$ cat src/rtl/btn_event_decoder_pkg.sv
// Shared state encoding and default timing constants for the button event decoder.
package btn_event_decoder_pkg;

  typedef enum logic [1:0] {
    IDLE    = 2'd0,
    PRESSED = 2'd1,
    LONG    = 2'd2
  } state_t;

  localparam int LONG_TICKS_DEF   = 500;
  localparam int REPEAT_TICKS_DEF = 100;
  localparam int CNT_W_DEF        = 10;

endpackage

$ cat src/rtl/btn_event_decoder_tick_counter.sv
// Tick-enabled counter that flags the tick on which it reaches terminal-1 and
// restarts from zero on that tick, so it never wraps.
module btn_event_decoder_tick_counter #(
  parameter int CNT_W = 10
) (
  input  logic             clk,
  input  logic             rst,
  input  logic             clr,
  input  logic             en,
  input  logic [CNT_W-1:0] terminal,
  output logic             hit
);

  logic [CNT_W-1:0] count_reg;
  logic [CNT_W-1:0] count_next;

  assign hit = en && (count_reg == (terminal - CNT_W'(1)));

  always_comb begin
    count_next = count_reg;
    if (clr || hit) begin
      count_next = '0;
    end else if (en) begin
      count_next = count_reg + CNT_W'(1);
    end
  end

  always_ff @(posedge clk or negedge rst) begin
    if (!rst) begin
      count_reg <= '0;
    end else begin
      count_reg <= count_next;
    end
  end

endmodule

$ cat src/rtl/btn_event_decoder.sv
// Turns a debounced button level into registered single-cycle press, release,
// short, long and auto-repeat events, timed in prescaler ticks.
module btn_event_decoder
  import btn_event_decoder_pkg::*;
#(
  parameter int LONG_TICKS   = LONG_TICKS_DEF,
  parameter int REPEAT_TICKS = REPEAT_TICKS_DEF,
  parameter int CNT_W        = CNT_W_DEF
) (
  input  logic clk,
  input  logic rst,
  input  logic btn_level,
  input  logic tick,
  output logic press_pulse,
  output logic release_pulse,
  output logic short_pulse,
  output logic long_pulse,
  output logic repeat_pulse,
  output logic held
);

  localparam logic [CNT_W-1:0] LONG_T   = CNT_W'(LONG_TICKS);
  localparam logic [CNT_W-1:0] REPEAT_T = CNT_W'(REPEAT_TICKS);

  state_t state_reg;
  state_t state_next;

  logic press_next;
  logic release_next;
  logic short_next;
  logic long_next;
  logic repeat_next;

  logic             cnt_clr;
  logic             cnt_hit;
  logic [CNT_W-1:0] cnt_terminal;

  // Count restarts on every press entry; a release also clears it so a release
  // coinciding with a threshold tick leaves no stale count behind.
  assign cnt_clr      = (state_reg == IDLE) || !btn_level;
  assign cnt_terminal = (state_reg == LONG) ? REPEAT_T : LONG_T;

  btn_event_decoder_tick_counter #(
    .CNT_W(CNT_W)
  ) u_tick_counter (
    .clk     (clk),
    .rst     (rst),
    .clr     (cnt_clr),
    .en      (tick),
    .terminal(cnt_terminal),
    .hit     (cnt_hit)
  );

  always_comb begin
    state_next   = state_reg;
    press_next   = 1'b0;
    release_next = 1'b0;
    short_next   = 1'b0;
    long_next    = 1'b0;
    repeat_next  = 1'b0;
    unique case (state_reg)
      IDLE: begin
        if (btn_level) begin
          state_next = PRESSED;
          press_next = 1'b1;
        end
      end
      PRESSED: begin
        if (!btn_level) begin
          state_next   = IDLE;
          release_next = 1'b1;
          short_next   = 1'b1;
        end else if (cnt_hit) begin
          state_next = LONG;
          long_next  = 1'b1;
        end
      end
      LONG: begin
        if (!btn_level) begin
          state_next   = IDLE;
          release_next = 1'b1;
        end else if (cnt_hit) begin
          repeat_next = 1'b1;
        end
      end
      default: state_next = IDLE;
    endcase
  end

  always_ff @(posedge clk or negedge rst) begin
    if (!rst) begin
      state_reg     <= IDLE;
      press_pulse   <= 1'b0;
      release_pulse <= 1'b0;
      short_pulse   <= 1'b0;
      long_pulse    <= 1'b0;
      repeat_pulse  <= 1'b0;
    end else begin
      state_reg     <= state_next;
      press_pulse   <= press_next;
      release_pulse <= release_next;
      short_pulse   <= short_next;
      long_pulse    <= long_next;
      repeat_pulse  <= repeat_next;
    end
  end

  assign held = (state_reg != IDLE);

endmodule

$ cat config.mk
export PLATFORM = sky130hd
export DESIGN_NAME = btn_event_decoder
export DESIGN_NICKNAME = d
export VERILOG_FILES = /design/src/rtl/btn_event_decoder_pkg.sv /design/src/rtl/btn_event_decoder_tick_counter.sv /design/src/rtl/btn_event_decoder.sv
export SDC_FILE = /design/constraint.sdc
export NUM_CORES = 1
export LEC_CHECK = 0
export CORE_UTILIZATION = 49
export CTS_CLUSTER_SIZE = 16
export DETAILED_ROUTE_END_ITERATION = 7
export PLACE_DENSITY = 0.79
export SYNTH_ARGS = -nofsm -noshare
export SYNTH_HDL_FRONTEND = slang
export SYNTH_SLANG_ARGS = --single-unit
export TNS_END_PERCENT = 5
$ cat constraint.sdc
create_clock -name clk -period 4 [get_ports clk]
set_input_delay 0.8 -clock clk [delete_from_list [all_inputs] [get_ports clk]]
set_output_delay 0.8 -clock clk [all_outputs]
set_load 0.005 [all_outputs]
* After elaboration in Yosys (flattened, before gate mapping)
Index checks and enable logic that the tools add are counted.
** Storage, ports and cells
- Input bits :: 4
- Logic and storage cells :: 41
- Output and inout bits :: 6
- Flip-flop bits (word level) :: 17
** Operators by class
- Add/sub/neg operators :: 2
- Muxes and demuxes :: 17
- Reduce and logical (&&, ||, !) cells :: 9
- Equal/unequal tests :: 6
** Operators by type and width (number)
- $mux W10 :: 2
- $add A10 B1 Y10 const B :: 1
- $eq A10 B10 Y1 :: 1
- $sub A9 B1 Y10 const B :: 1
- $mux W1 :: 9
- $mux W9 :: 1
- $mux W2 :: 4
- $pmux W2 S3 :: 1
- $ne A2 B2 Y1 const B :: 2
- $reduce_bool A2 Y1 :: 2
- $ne A3 B2 Y1 const B :: 1
- $reduce_and A3 Y1 :: 1
- $eq A2 B1 Y1 const B :: 1
- $eq A2 B2 Y1 const B :: 1
- $logic_not A2 Y1 :: 1
- $logic_or A1 B1 Y1 :: 2
- $reduce_or A2 Y1 :: 1
- $logic_and A1 B1 Y1 :: 1
- $logic_not A1 Y1 :: 1

* Longest topological paths before layout
- Depth in word-level cells :: 8
- Depth in mapped cells :: 6
- Gate-level depth less buffers :: 6

* Hierarchy
Synthesis repeated with hierarchy kept, for this count alone.
** Second synthesis, totals
- Cell total of the unflattened synthesis :: 128
- Area total of the unflattened synthesis :: 1232.4 µm²
** Modules (own cells, without submodules)
- btn_event_decoder_tick_counter :: cells an instance 98, area each 883.3 µm², sequential area each 250.2 µm², instances 1
- btn_event_decoder :: cells an instance 30, area each 349.1 µm², sequential area each 175.2 µm², instances 1

* Worst setup path before layout
OpenSTA, ideal clock, no wires.
- Kind :: reg2reg
- Start point :: register state_reg[0]
- End point :: register u_tick_counter.count_reg[0]
- Data required time :: 3880 ps
- Clock period less this slack :: 1953 ps
- Library setup time :: 120 ps
- Arrival :: 1833 ps
- Buffers on the path :: 0
- Slack :: 2047 ps
- Cell stages (with the launch flop) :: 7
- Path through :: dfrtp_1 > inv_1 > ha_1 > or4b_4 > a2111oi_4 > nand3b_4 > nor2_1
** Between the ends
- Word-level cells in the longest chain between the ends :: 7
- Elaborated cells between the ends (all ways) :: 10
- Those cells by class :: add/sub: 1; eq/ne: 2; mux: 2; reduce/logical: 5
** Ends and longest elaborated chain
- start: declaration :: RTL line btn_event_decoder.sv:25 : state_t state_reg;
- start signal: assignment :: RTL line btn_event_decoder.sv:99 : state_reg <= state_next;
- $eq A2 B2 Y1 :: RTL line btn_event_decoder.sv:41 : assign cnt_terminal = (state_reg == LONG) ? REPEAT_T : LONG_T;
- $mux W9 :: RTL line btn_event_decoder.sv:41
- $sub A9 B1 Y10 :: RTL line btn_event_decoder_tick_counter.sv:17 : assign hit = en && (count_reg == (terminal - CNT_W'(1)));
- $eq A10 B10 Y1 :: RTL line btn_event_decoder_tick_counter.sv:17
- $logic_and A1 B1 Y1 :: RTL line btn_event_decoder_tick_counter.sv:17
- $logic_or A1 B1 Y1 (*) :: RTL line btn_event_decoder_tick_counter.sv:21 : if (clr || hit) begin
- $mux W10 / $reduce_bool A2 Y1 (equally long branches)
- end signal: assignment :: RTL line btn_event_decoder_tick_counter.sv:32 : count_reg <= count_next;
- end: declaration :: RTL line btn_event_decoder_tick_counter.sv:14 : logic [CNT_W-1:0] count_reg;
Mark *: on every way between the ends. The rest lies on a longest branch, timed or not.
A chain may end at the register's enable or synchronous reset.

* Worst setup path in the final report
- Start point :: register state_reg[0]
- End point :: output held
** Between the ends
- Word-level cells in the longest chain between the ends :: 1
** Ends and longest elaborated chain
- $reduce_bool A2 Y1 :: RTL line btn_event_decoder.sv:108 : assign held = (state_reg != IDLE);
- end: declaration :: RTL line btn_event_decoder.sv:19 : output logic held
Every way passes these cells.

==> qor.yml <==
floorplan:
  start_util_pct: 54.9
  fp.coreArea_um2: 1580
  io-pin-count: 10
  die_w_um: 44.0
  die_area_um2: 1940
  fp.dieH_um: 44.0
  rows: 14
final_layout:
  antenna_cells: 0
  nNetsFinal: 101
  n_fill_cell: 128
  drive_gt1_share_pct: 9.78
  stdcell_area_um2: 990
  largest_register_ff_count: 10
  layout_commonest_cell: "dfrtp_1"
  area_growth_pct: 14.3
  stdcell_count: 108
  post-route-util_pct: 62.8
  final_cell_mix: "17 x dfrtp_1, 14 x nor2_1, 9 x clkdlybuf4s50_1"
global_routing:
  grt_max_degree: 18
  grt_usage_pct: 17.3
  grt_pass1_wl_um: 2390
  gr-total-overflow: 0
  antenna_found_initial: 0
  grt_pass1_vias: 555
setup_path:
  start_kind: "flip-flop"
  required_ps: 3200
  crit_type: "reg2out"
  crit_arrival_ps: 1680
  crit_path_end_kind: "output pin"
  cp_max_fo: 4
timing:
  drv_slew: 0
  fmax_mhz: 404
  finalClockSkew_ps: 2.00
  period_share_pct: 61.9
  grt_setup_unrepaired: "no"
  tns_ps: 0
  hold_viol: 0
  fin_crit_ps: 2480
  setup_viol: 0
  slew_headroom_pct: 52.9
  worst_pin_slew_ps: 704
clocking:
  cts.sinks: 17
  worstSkewPairLatency_ps: 290
  cts_tree: "yes"
  cts_made_buffers: 3
  cts_max_path_buffers: 2
  h-tree-depth: 1
  post_cts_resized: 0
  path_clk_slew_ps: 100
  postCtsHoldBufs: 0
  cts-root-buf: "clkbuf_4"
  cts_setup_buffers: 0
detailed_routing:
  vias: 575
  wire_per_inst_um: 13.0
  wirelength_um: 1410
  ant_nets: 0
  drc_errors: 1
  dr.pass1.iters: 6
  via_per_inst: 5.32
  drt-initial-drc-count: 7
synthesis:
  syn-num-nets: 89
  synth_area_per_cell_um2: 10.7
  synth_warnings: 0
  synth-seq-cells: 17
  synth_cell_types: 27
  syn-cell-area_um2: 866
  synthCells: 81
  yosysSeqAreaShare_pct: 49.1
run_status:
  violations: "design-rule violations"
  status: "finished, violations left"
min_path:
  hp-class: "reg2reg"
placement:
  numPortBuffers: 9
  dp_cells: 104
  dpl_cell_area_um2: 963
  dp_hpwl_um: 1070
  gp_congestion: 0.794
pwr:
  power_mw: 0.400
  leakagePower_nw: 0.419
  power-per-cell-area_nw_per_um2: 404
  peakVddDrop_v: 0.000229
run:
  max-cap-violations: 0
[critical path, cell delays in order, from the launching register on]
cell and delay [ps]:
dfrtp_1 390, inv_1 80, ha_1 200, inv_1 170
clkdlybuf4s50_1 540
[per-layer routing]
metal	wire (um)	GRT usage, %	vias up
met4	25	10.9	0
met3	37	2.45	4
met1	711	23.1	267
li1	-	-	296
met5	0	0	-
met2	630	26.5	8
[final timing paths]
check,from,end,slack (ps),cells past startpoint
max,state_reg[0]$_DFFE_PN0P_,held,1520,4
min,u_tick_counter.count_reg[9]$_DFFE_PN0P_,u_tick_counter.count_reg[9]$_DFFE_PN0P_,580,2
max reg2reg,state_reg[0]$_DFFE_PN0P_,u_tick_counter.count_reg[7]$_DFFE_PN0P_,1810,6
min reg2reg,u_tick_counter.count_reg[9]$_DFFE_PN0P_,u_tick_counter.count_reg[9]$_DFFE_PN0P_,580,2
max in group asynchronous,rst,u_tick_counter.count_reg[1]$_DFFE_PN0P_,2630,1
min in group asynchronous,rst,short_pulse$_DFF_PN0_,920,1
[area by class of cell]
type | count | area, um^2 | share of cell area, %
well taps | 16 | 20.0 | 2.02
multi-input cells | 57 | 409 | 41.3
flip-flops and latches | 17 | 425 | 43.0
repair buffers | 9 | 90.1 | 9.10
clock buffers | 4 | 26.3 | 2.65
inverters | 5 | 18.8 | 1.90
[cells by family (layout without fill, tap and decap cells)]
group / after synthesis / in the layout / share of synthesized area [%]
compound gates: 7 / 7 / 8.24
xor+xnor: 9 / 9 / 9.10
fa+ha+maj: 4 / 4 / 5.78
buf+inv: 7 / 18 / 3.61
flops: 17 / 17 / 49.1
mux: 1 / 1 / 1.16
simple gates: 36 / 36 / 23.0
[per-stage QoR]
stage / hold WS [ps] / setup slack, ps
2_1_floorplan: 502 / 2050
3_3_place_gp: 553 / 1610
3_5_place_dp: 556 / 1500
4_1_cts: 576 / 1500
5_1_grt: 604 / 1440
6_report: 577 / 1520
[power breakdown]
group | total (mW) | switching (mW) | internal (mW)
Clock | 0.0928 | 0.0540 | 0.0388
Sequential | 0.197 | 0.00960 | 0.188
Combinational | 0.110 | 0.0558 | 0.0539
[Yosys cell counts]
cell        n  area, um^2
nor2_1     14        52.6
o21a_1      1        7.51
a21oi_1     1        5.00
nor2b_1     1        6.26
nand2b_1    1        6.26
nor4_1      1        6.26
buf_4       1        7.51
nand4_1     3        18.8
xnor2_1     6        52.6
o211ai_1    2        15.0
o31ai_1     1        7.51
nor3_1      2        10.0
ha_1        4        50.1
or3b_2      1        8.76
inv_1       5        18.8
xor2_1      3        26.3
or4b_4      1        13.8
mux2i_1     1        10.0
and2_1      1        6.26
a2111oi_4   1        27.5
nand2_1     7        26.3
buf_2       1        5.00
and3_2      2        15.0
nand3b_4    1        20.0
nand4b_1    1        8.76
o221ai_1    1        8.76
dfrtp_1    17         425
(Power assumes the default switching activity.)
